**src/rtl/imem_loader.sv**
```systemverilog
`default_nettype none
// ============================================================================
// Module   : imem_loader
// Brief    : Assembles a little-endian byte stream into 32-bit words and writes
//            them into an instruction memory at a bounds-checked word index.
// Revision : 1.0
// ============================================================================
module imem_loader #(
    parameter int DEPTH = 1024,
    parameter int AW    = 10
) (
    input  logic          clk,
    input  logic          rst,
    input  logic          start_i,
    input  logic [63:0]   base_addr_i,
    input  logic [AW:0]   word_count_i,
    input  logic          in_valid_i,
    input  logic [7:0]    in_byte_i,
    output logic          in_ready_o,
    output logic          wr_en_o,
    output logic [AW-1:0] wr_addr_o,
    output logic [31:0]   wr_data_o,
    output logic          busy_o,
    output logic          done_o,
    output logic          err_o
);

    typedef enum logic [1:0] {
        S_IDLE  = 2'd0,
        S_LOAD  = 2'd1,
        S_WRITE = 2'd2,
        S_DONE  = 2'd3
    } state_t;

    state_t        state_q,     state_d;
    logic [1:0]    byte_cnt_q,  byte_cnt_d;
    logic [AW-1:0] index_q,     index_d;
    logic [AW:0]   remaining_q, remaining_d;
    logic [31:0]   word_q,      word_d;
    logic [AW-1:0] wr_addr_q,   wr_addr_d;
    logic [31:0]   wr_data_q,   wr_data_d;
    logic          err_q,       err_d;

    logic [64:0]   w_end_word;
    logic          w_reject;
    logic [31:0]   w_word_ins;

    // End index is formed in 65 bits so a huge base address cannot wrap past the check.
    assign w_end_word = {3'b000, base_addr_i[63:2]} + {{(64-AW){1'b0}}, word_count_i};
    assign w_reject   = (base_addr_i[1:0] != 2'b00) ||
                        (word_count_i == '0) ||
                        (w_end_word > 65'(DEPTH));

    always_comb begin
        w_word_ins = word_q;
        case (byte_cnt_q)
            2'd0:    w_word_ins[7:0]   = in_byte_i;
            2'd1:    w_word_ins[15:8]  = in_byte_i;
            2'd2:    w_word_ins[23:16] = in_byte_i;
            default: w_word_ins[31:24] = in_byte_i;
        endcase
    end

    always_comb begin
        state_d     = state_q;
        byte_cnt_d  = byte_cnt_q;
        index_d     = index_q;
        remaining_d = remaining_q;
        word_d      = word_q;
        wr_addr_d   = wr_addr_q;
        wr_data_d   = wr_data_q;
        err_d       = err_q;
        case (state_q)
            S_IDLE: begin
                if (start_i) begin
                    if (w_reject) begin
                        err_d = 1'b1;
                    end else begin
                        err_d       = 1'b0;
                        index_d     = base_addr_i[AW+1:2];
                        remaining_d = word_count_i;
                        byte_cnt_d  = 2'd0;
                        state_d     = S_LOAD;
                    end
                end
            end
            S_LOAD: begin
                if (in_valid_i) begin
                    word_d     = w_word_ins;
                    byte_cnt_d = byte_cnt_q + 2'd1;
                    // Write-port values are captured here so they are stable in WRITE and hold after it.
                    if (byte_cnt_q == 2'd3) begin
                        wr_addr_d = index_q;
                        wr_data_d = w_word_ins;
                        state_d   = S_WRITE;
                    end
                end
            end
            S_WRITE: begin
                index_d     = index_q + 1'b1;
                remaining_d = remaining_q - 1'b1;
                state_d     = (remaining_q == {{AW{1'b0}}, 1'b1}) ? S_DONE : S_LOAD;
            end
            default: begin
                state_d = S_IDLE;
            end
        endcase
    end

    always_ff @(posedge clk or posedge rst) begin
        if (rst) begin
            state_q     <= S_IDLE;
            byte_cnt_q  <= 2'd0;
            index_q     <= '0;
            remaining_q <= '0;
            word_q      <= 32'd0;
            wr_addr_q   <= '0;
            wr_data_q   <= 32'd0;
            err_q       <= 1'b0;
        end else begin
            state_q     <= state_d;
            byte_cnt_q  <= byte_cnt_d;
            index_q     <= index_d;
            remaining_q <= remaining_d;
            word_q      <= word_d;
            wr_addr_q   <= wr_addr_d;
            wr_data_q   <= wr_data_d;
            err_q       <= err_d;
        end
    end

    assign in_ready_o = (state_q == S_LOAD);
    assign wr_en_o    = (state_q == S_WRITE);
    assign done_o     = (state_q == S_DONE);
    assign busy_o     = (state_q != S_IDLE);
    assign wr_addr_o  = wr_addr_q;
    assign wr_data_o  = wr_data_q;
    assign err_o      = err_q;

endmodule
`default_nettype wire

```
**config.mk**
```make
export PLATFORM = sky130hd
export DESIGN_NAME = imem_loader
export DESIGN_NICKNAME = d
export VERILOG_FILES = /design/src/rtl/imem_loader.sv
export SDC_FILE = /design/constraint.sdc
export NUM_CORES = 1
export LEC_CHECK = 0
export CORE_ASPECT_RATIO = 1.5
export CORE_UTILIZATION = 50
export CTS_CLUSTER_DIAMETER = 200
export DETAILED_ROUTE_END_ITERATION = 16
export GPL_TIMING_DRIVEN = 0
export PLACE_DENSITY = 0.76
export SETUP_SLACK_MARGIN = 0.5
export SLEW_MARGIN = 40
export SYNTH_ARGS = -nofsm -noshare
export SYNTH_HDL_FRONTEND = slang
export SYNTH_SLANG_ARGS = --single-unit
```
**constraint.sdc**
```tcl
create_clock -name clk -period 3.4 [get_ports clk]
set_input_delay 0.34 -clock clk [delete_from_list [all_inputs] [get_ports clk]]
set_output_delay 0.34 -clock clk [all_outputs]
set_load 0.01 [all_outputs]
```
==> qor.tcl <==
set qor(run_status) {finished, violations left}
set qor(violations) {negative setup slack}
set qor(io_pins) 134
set qor(reg_to_reg_endpoint) {word_q[17]}
set qor(die-width_um) 95.09
set qor(final.period_utilization_pct) 103.4
set qor(timing.max_cap.violations) 0
set qor(syn_nets) 872
set qor(count_of_flip_flops_with_a_built_in_enable_after_synthesis) 0
set qor(max-slew-margin-rel_pct) 42.42
set qor(wire_length_of_the_first_global_routing_pass_um) 37150
set qor(setup.worst_path.start_class) {input port}
set qor(yosys.cell_count.top_type) {sky130_fd_sc_hd__nand2_1}
set qor(tns_ns) -1.738
set qor(final_layout_size_suffix_gt1_share_pct) 25.15
set qor(synth.cells.most_frequent) {sky130_fd_sc_hd__nand2_1 (131), sky130_fd_sc_hd__dfrtp_1 (92), sky130_fd_sc_hd__o21ai_0 (43)}
set qor(worstPathArrival_ns) 3.74
set qor(r2r_start) {byte_cnt_q[0]}
set qor(min_from) {word_count_i[1]}
set qor(syn-cell-area_um2) 6499
set qor(area_growth_pct) 49.90
set qor(core-area_um2) 12570
set qor(vdd.ir_drop.worst_v) 0.0002573
set qor(num_vias) 7279
set qor(place_congestion) 0.9908
set qor(htree_levels) 3
set qor(detail_route.vias_per_cell) 6.419
set qor(worstRegToRegCells) 5
set qor(worst-r2r-setup-slack_ns) 0.93
set qor(grt_pass1_vias) 7335
set qor(mapped_avg_cell_area_um2) 8.484
set qor(internal_power_mw) 1.922
set qor(comb_power_share_pct) 20.7
set qor(postSynthCellCount) 766
set qor(switching_share_pct) 27.88
set qor(cts_sinks) 92
set qor(clkSlewWorstSetupHoldPaths_ns) 0.06
set qor(post-route-worst-setup-slack_ns) -0.1162
set qor(fillerInstances) 870
set qor(globalRoute.totalOverflow) 0
set qor(whs_ns) 0.2822
set qor(antenna_found_initial) 0
set qor(seqCellArea_um2) 2302
set qor(worstSetupPathType) {input port to register}
set qor(cts-root-to-sink-buffers) 2
set qor(p_sw_uw) 742.9
set qor(hold_class) {input port to register}
set qor(critPathCaptureType) {register}
set qor(antenna_cells) 0
set qor(combined_area_of_the_multi_input_logic_cells_um2) 4736
set qor(numPlacedInstances) 1050
set qor(power.share.clock_pct) 38.2
set qor(ys_top_cells_by_area) {sky130_fd_sc_hd__dfrtp_1 (35%), sky130_fd_sc_hd__nand2_1 (7.6%), sky130_fd_sc_hd__mux2i_1 (4.8%), sky130_fd_sc_hd__mux2_2 (4.2%), sky130_fd_sc_hd__ha_1 (3.5%)}
set qor(drc_errors) 0
set qor(place_hpwl_um) 17110
set qor(grt_start_max_net_pins) 48
set qor(pwr_density_cell_nw_per_um2) 273.5
set qor(cts_hold_buf) 0
set qor(synth-async-reset-ratio_pct) 100.0
set qor(rsz0062_at_grt) {yes}
set qor(synth_flop_cell) {sky130_fd_sc_hd__dfrtp_1}
set qor(setup-violations-final) 21
set qor(worst_ep_required_time_ns) 3.62
set qor(fin_util_pct) 77.47
set qor(finalClockSkew_ns) 0.005288
set qor(cts-buffers-inserted) 9
set qor(timing.final.crit_period_ns) 3.516
set qor(leakage_nw) 3.978
set qor(post_synth_num_cell_types) 70
set qor(die_h_um) 141.6
set qor(path_max_fanout) 6
set qor(finalNetCount) 1079
set qor(detailedRoute.firstPassIterationCount) 5
set qor(die_area_um2) 13470
set qor(grt_util_all_layers_pct) 36.51
set qor(detail_route.iter0.violations) 434
set qor(timing_hold_violations_final) 0
set qor(synth.yosys.seq_area_share_pct) 35.43
set qor(ant_nets) 0
set qor(post_drt_wl_per_cell_um) 21.60
set qor(floorplan.initialDensity_pct) 51.68
set qor(cts_root_buf) {sky130_fd_sc_hd__clkbuf_16}
set qor(drv_slew) 0
set qor(clkLatencyLatePin_ns) 0.34
set qor(route.final.wire_length_um) 24500
set qor(max_freq_mhz) 284.4
set qor(ys_ff_latch) 92
set qor(share_seq_of_total_power_pct) 41.1
set qor(port-buffer-count) 127
set qor(final_cells) 1134
set qor(std_cell_rows) 50
set qor(tightestPinTransition_ns) 0.8526
set qor(cts_tree) {yes}
set qor(synth.yosys.warnings) 0
set qor(timing.hold.worst_endpoint) {remaining_q[1]}
set qor(area_share_of_the_largest_cell_type_after_synthesis_pct) 35.43
set qor(synth.largest_area_cell) {sky130_fd_sc_hd__dfrtp_1}
set qor(whs_path_depth) 3
## worst max-delay path by stage
stage | slack, ns | from | cells after the start | endpoint
6_report | -0.12 | word_count_i[8] | 17 | remaining_q[9]
3_3_place_gp | -1.43 | word_count_i[10] | 17 | index_q[2]
5_1_grt | -0.20 | base_addr_i[40] | 16 | index_q[6]
4_1_cts | 0.02 | word_count_i[0] | 18 | remaining_q[9]
2_1_floorplan | 0.13 | base_addr_i[2] | 15 | remaining_q[0]
3_5_place_dp | -1.43 | word_count_i[10] | 16 | remaining_q[9]
## final cells by class
type / instances / area share (%)
clock inverters: 5 / 0.6036
multi-input cells: 612 / 48.61
clock buffers: 11 / 2.492
repair buffers: 195 / 19.09
well taps: 156 / 2.004
flip-flops and latches: 92 / 23.63
plain buffers: 37 / 2.517
inverters: 26 / 1.053
## power groups by stage
stage / registers, mW / clock network [mW] / logic [mW]
4_1_cts: 1.09 / 1.02 / 0.506
5_1_grt: 1.09 / 1.07 / 0.579
3_3_place_gp: 1.12 / 0 / 0.397
3_5_place_dp: 1.11 / 0 / 0.411
6_report: 1.09 / 1.02 / 0.553
2_1_floorplan: 1.12 / 0 / 0.197
## state kept, by name (all words and copies together) (netlist names)
name	count
remaining_q	11
index_q	10
word_q	24
wr_addr_o	10
state_q	2
err_o	1
wr_data_o	32
byte_cnt_q	2
## timing repair
| action | CTS | global route |
|---|---|---|
| endpoints found under the setup margin | 25 | 25 |
| resized for setup | 206 | 49 |
| cloned | 1 | 1 |
| buffers inserted | 50 | 16 |
| pin swaps | 50 | 25 |
## routing by layer
| layer | part of all wire [%] | global-route usage (%) |
|---|---|---|
| met1 | 33 | 35.04 |
| met2 | 53 | 66.88 |
| met3 | 5.1 | 5.734 |
| met4 | 8.4 | 28.63 |
| met5 | 0 | 0 |
## cells by family (layout without fill, tap and decap cells)
group | Yosys count | count (layout) | share of synthesized area (%)
and+or+nand+nor | 337 | 338 | 26.22
AOI/OAI and AO/OA | 177 | 177 | 18.54
DFF | 92 | 92 | 35.43
buffers and inverters | 63 | 274 | 4.004
muxes | 55 | 55 | 8.933
xor gates and xnor gates | 23 | 23 | 3.100
adders and majority gates | 19 | 19 | 3.774
## cell usage in the layout, fill, tap and decap left out, types with 11 or more instances in the layout
cell,instances
sky130_fd_sc_hd__dlygate4sd2_1,37
sky130_fd_sc_hd__nor2_1,34
sky130_fd_sc_hd__o21ai_0,40
sky130_fd_sc_hd__clkbuf_1,22
sky130_fd_sc_hd__clkdlybuf4s50_1,75
sky130_fd_sc_hd__nand3_1,32
sky130_fd_sc_hd__buf_4,56
sky130_fd_sc_hd__and3_1,15
sky130_fd_sc_hd__dfrtp_1,92
sky130_fd_sc_hd__a21oi_1,15
sky130_fd_sc_hd__nand4_1,27
sky130_fd_sc_hd__mux2_2,24
sky130_fd_sc_hd__nand2_1,126
sky130_fd_sc_hd__xor2_1,13
sky130_fd_sc_hd__buf_6,11
sky130_fd_sc_hd__mux2i_1,30
sky130_fd_sc_hd__inv_1,23
## worst max-delay path, stage by stage
cell	delay, ns
sky130_fd_sc_hd__dlygate4sd2_1	0.35
sky130_fd_sc_hd__ha_4	0.27
sky130_fd_sc_hd__a21oi_1	0.17
sky130_fd_sc_hd__o21ai_2	0.10
sky130_fd_sc_hd__buf_4	0.16
sky130_fd_sc_hd__a21o_1	0.18
sky130_fd_sc_hd__a221oi_1	0.32
sky130_fd_sc_hd__xnor2_1	0.16
sky130_fd_sc_hd__a211oi_4	0.29
sky130_fd_sc_hd__nand4_1	0.21
sky130_fd_sc_hd__nor4_4	0.32
sky130_fd_sc_hd__and4_4	0.29
sky130_fd_sc_hd__and2_4	0.14
sky130_fd_sc_hd__buf_6	0.11
sky130_fd_sc_hd__buf_12	0.11
sky130_fd_sc_hd__buf_8	0.13
sky130_fd_sc_hd__o2bb2ai_4	0.06
## through the flow
stage | setup WS (ns) | power (mW) | cell area (um^2)
floorplan | 0.1328 | 1.312 | 6581
global placement | -1.430 | 1.512 | 8048
detailed placement | -1.428 | 1.526 | 8080
CTS | 0.01669 | 2.620 | 9414
global route | -0.1969 | 2.743 | 9742
finish | -0.1162 | 2.665 | 9742
No activity file was read; power rests on OpenSTA's default activity.
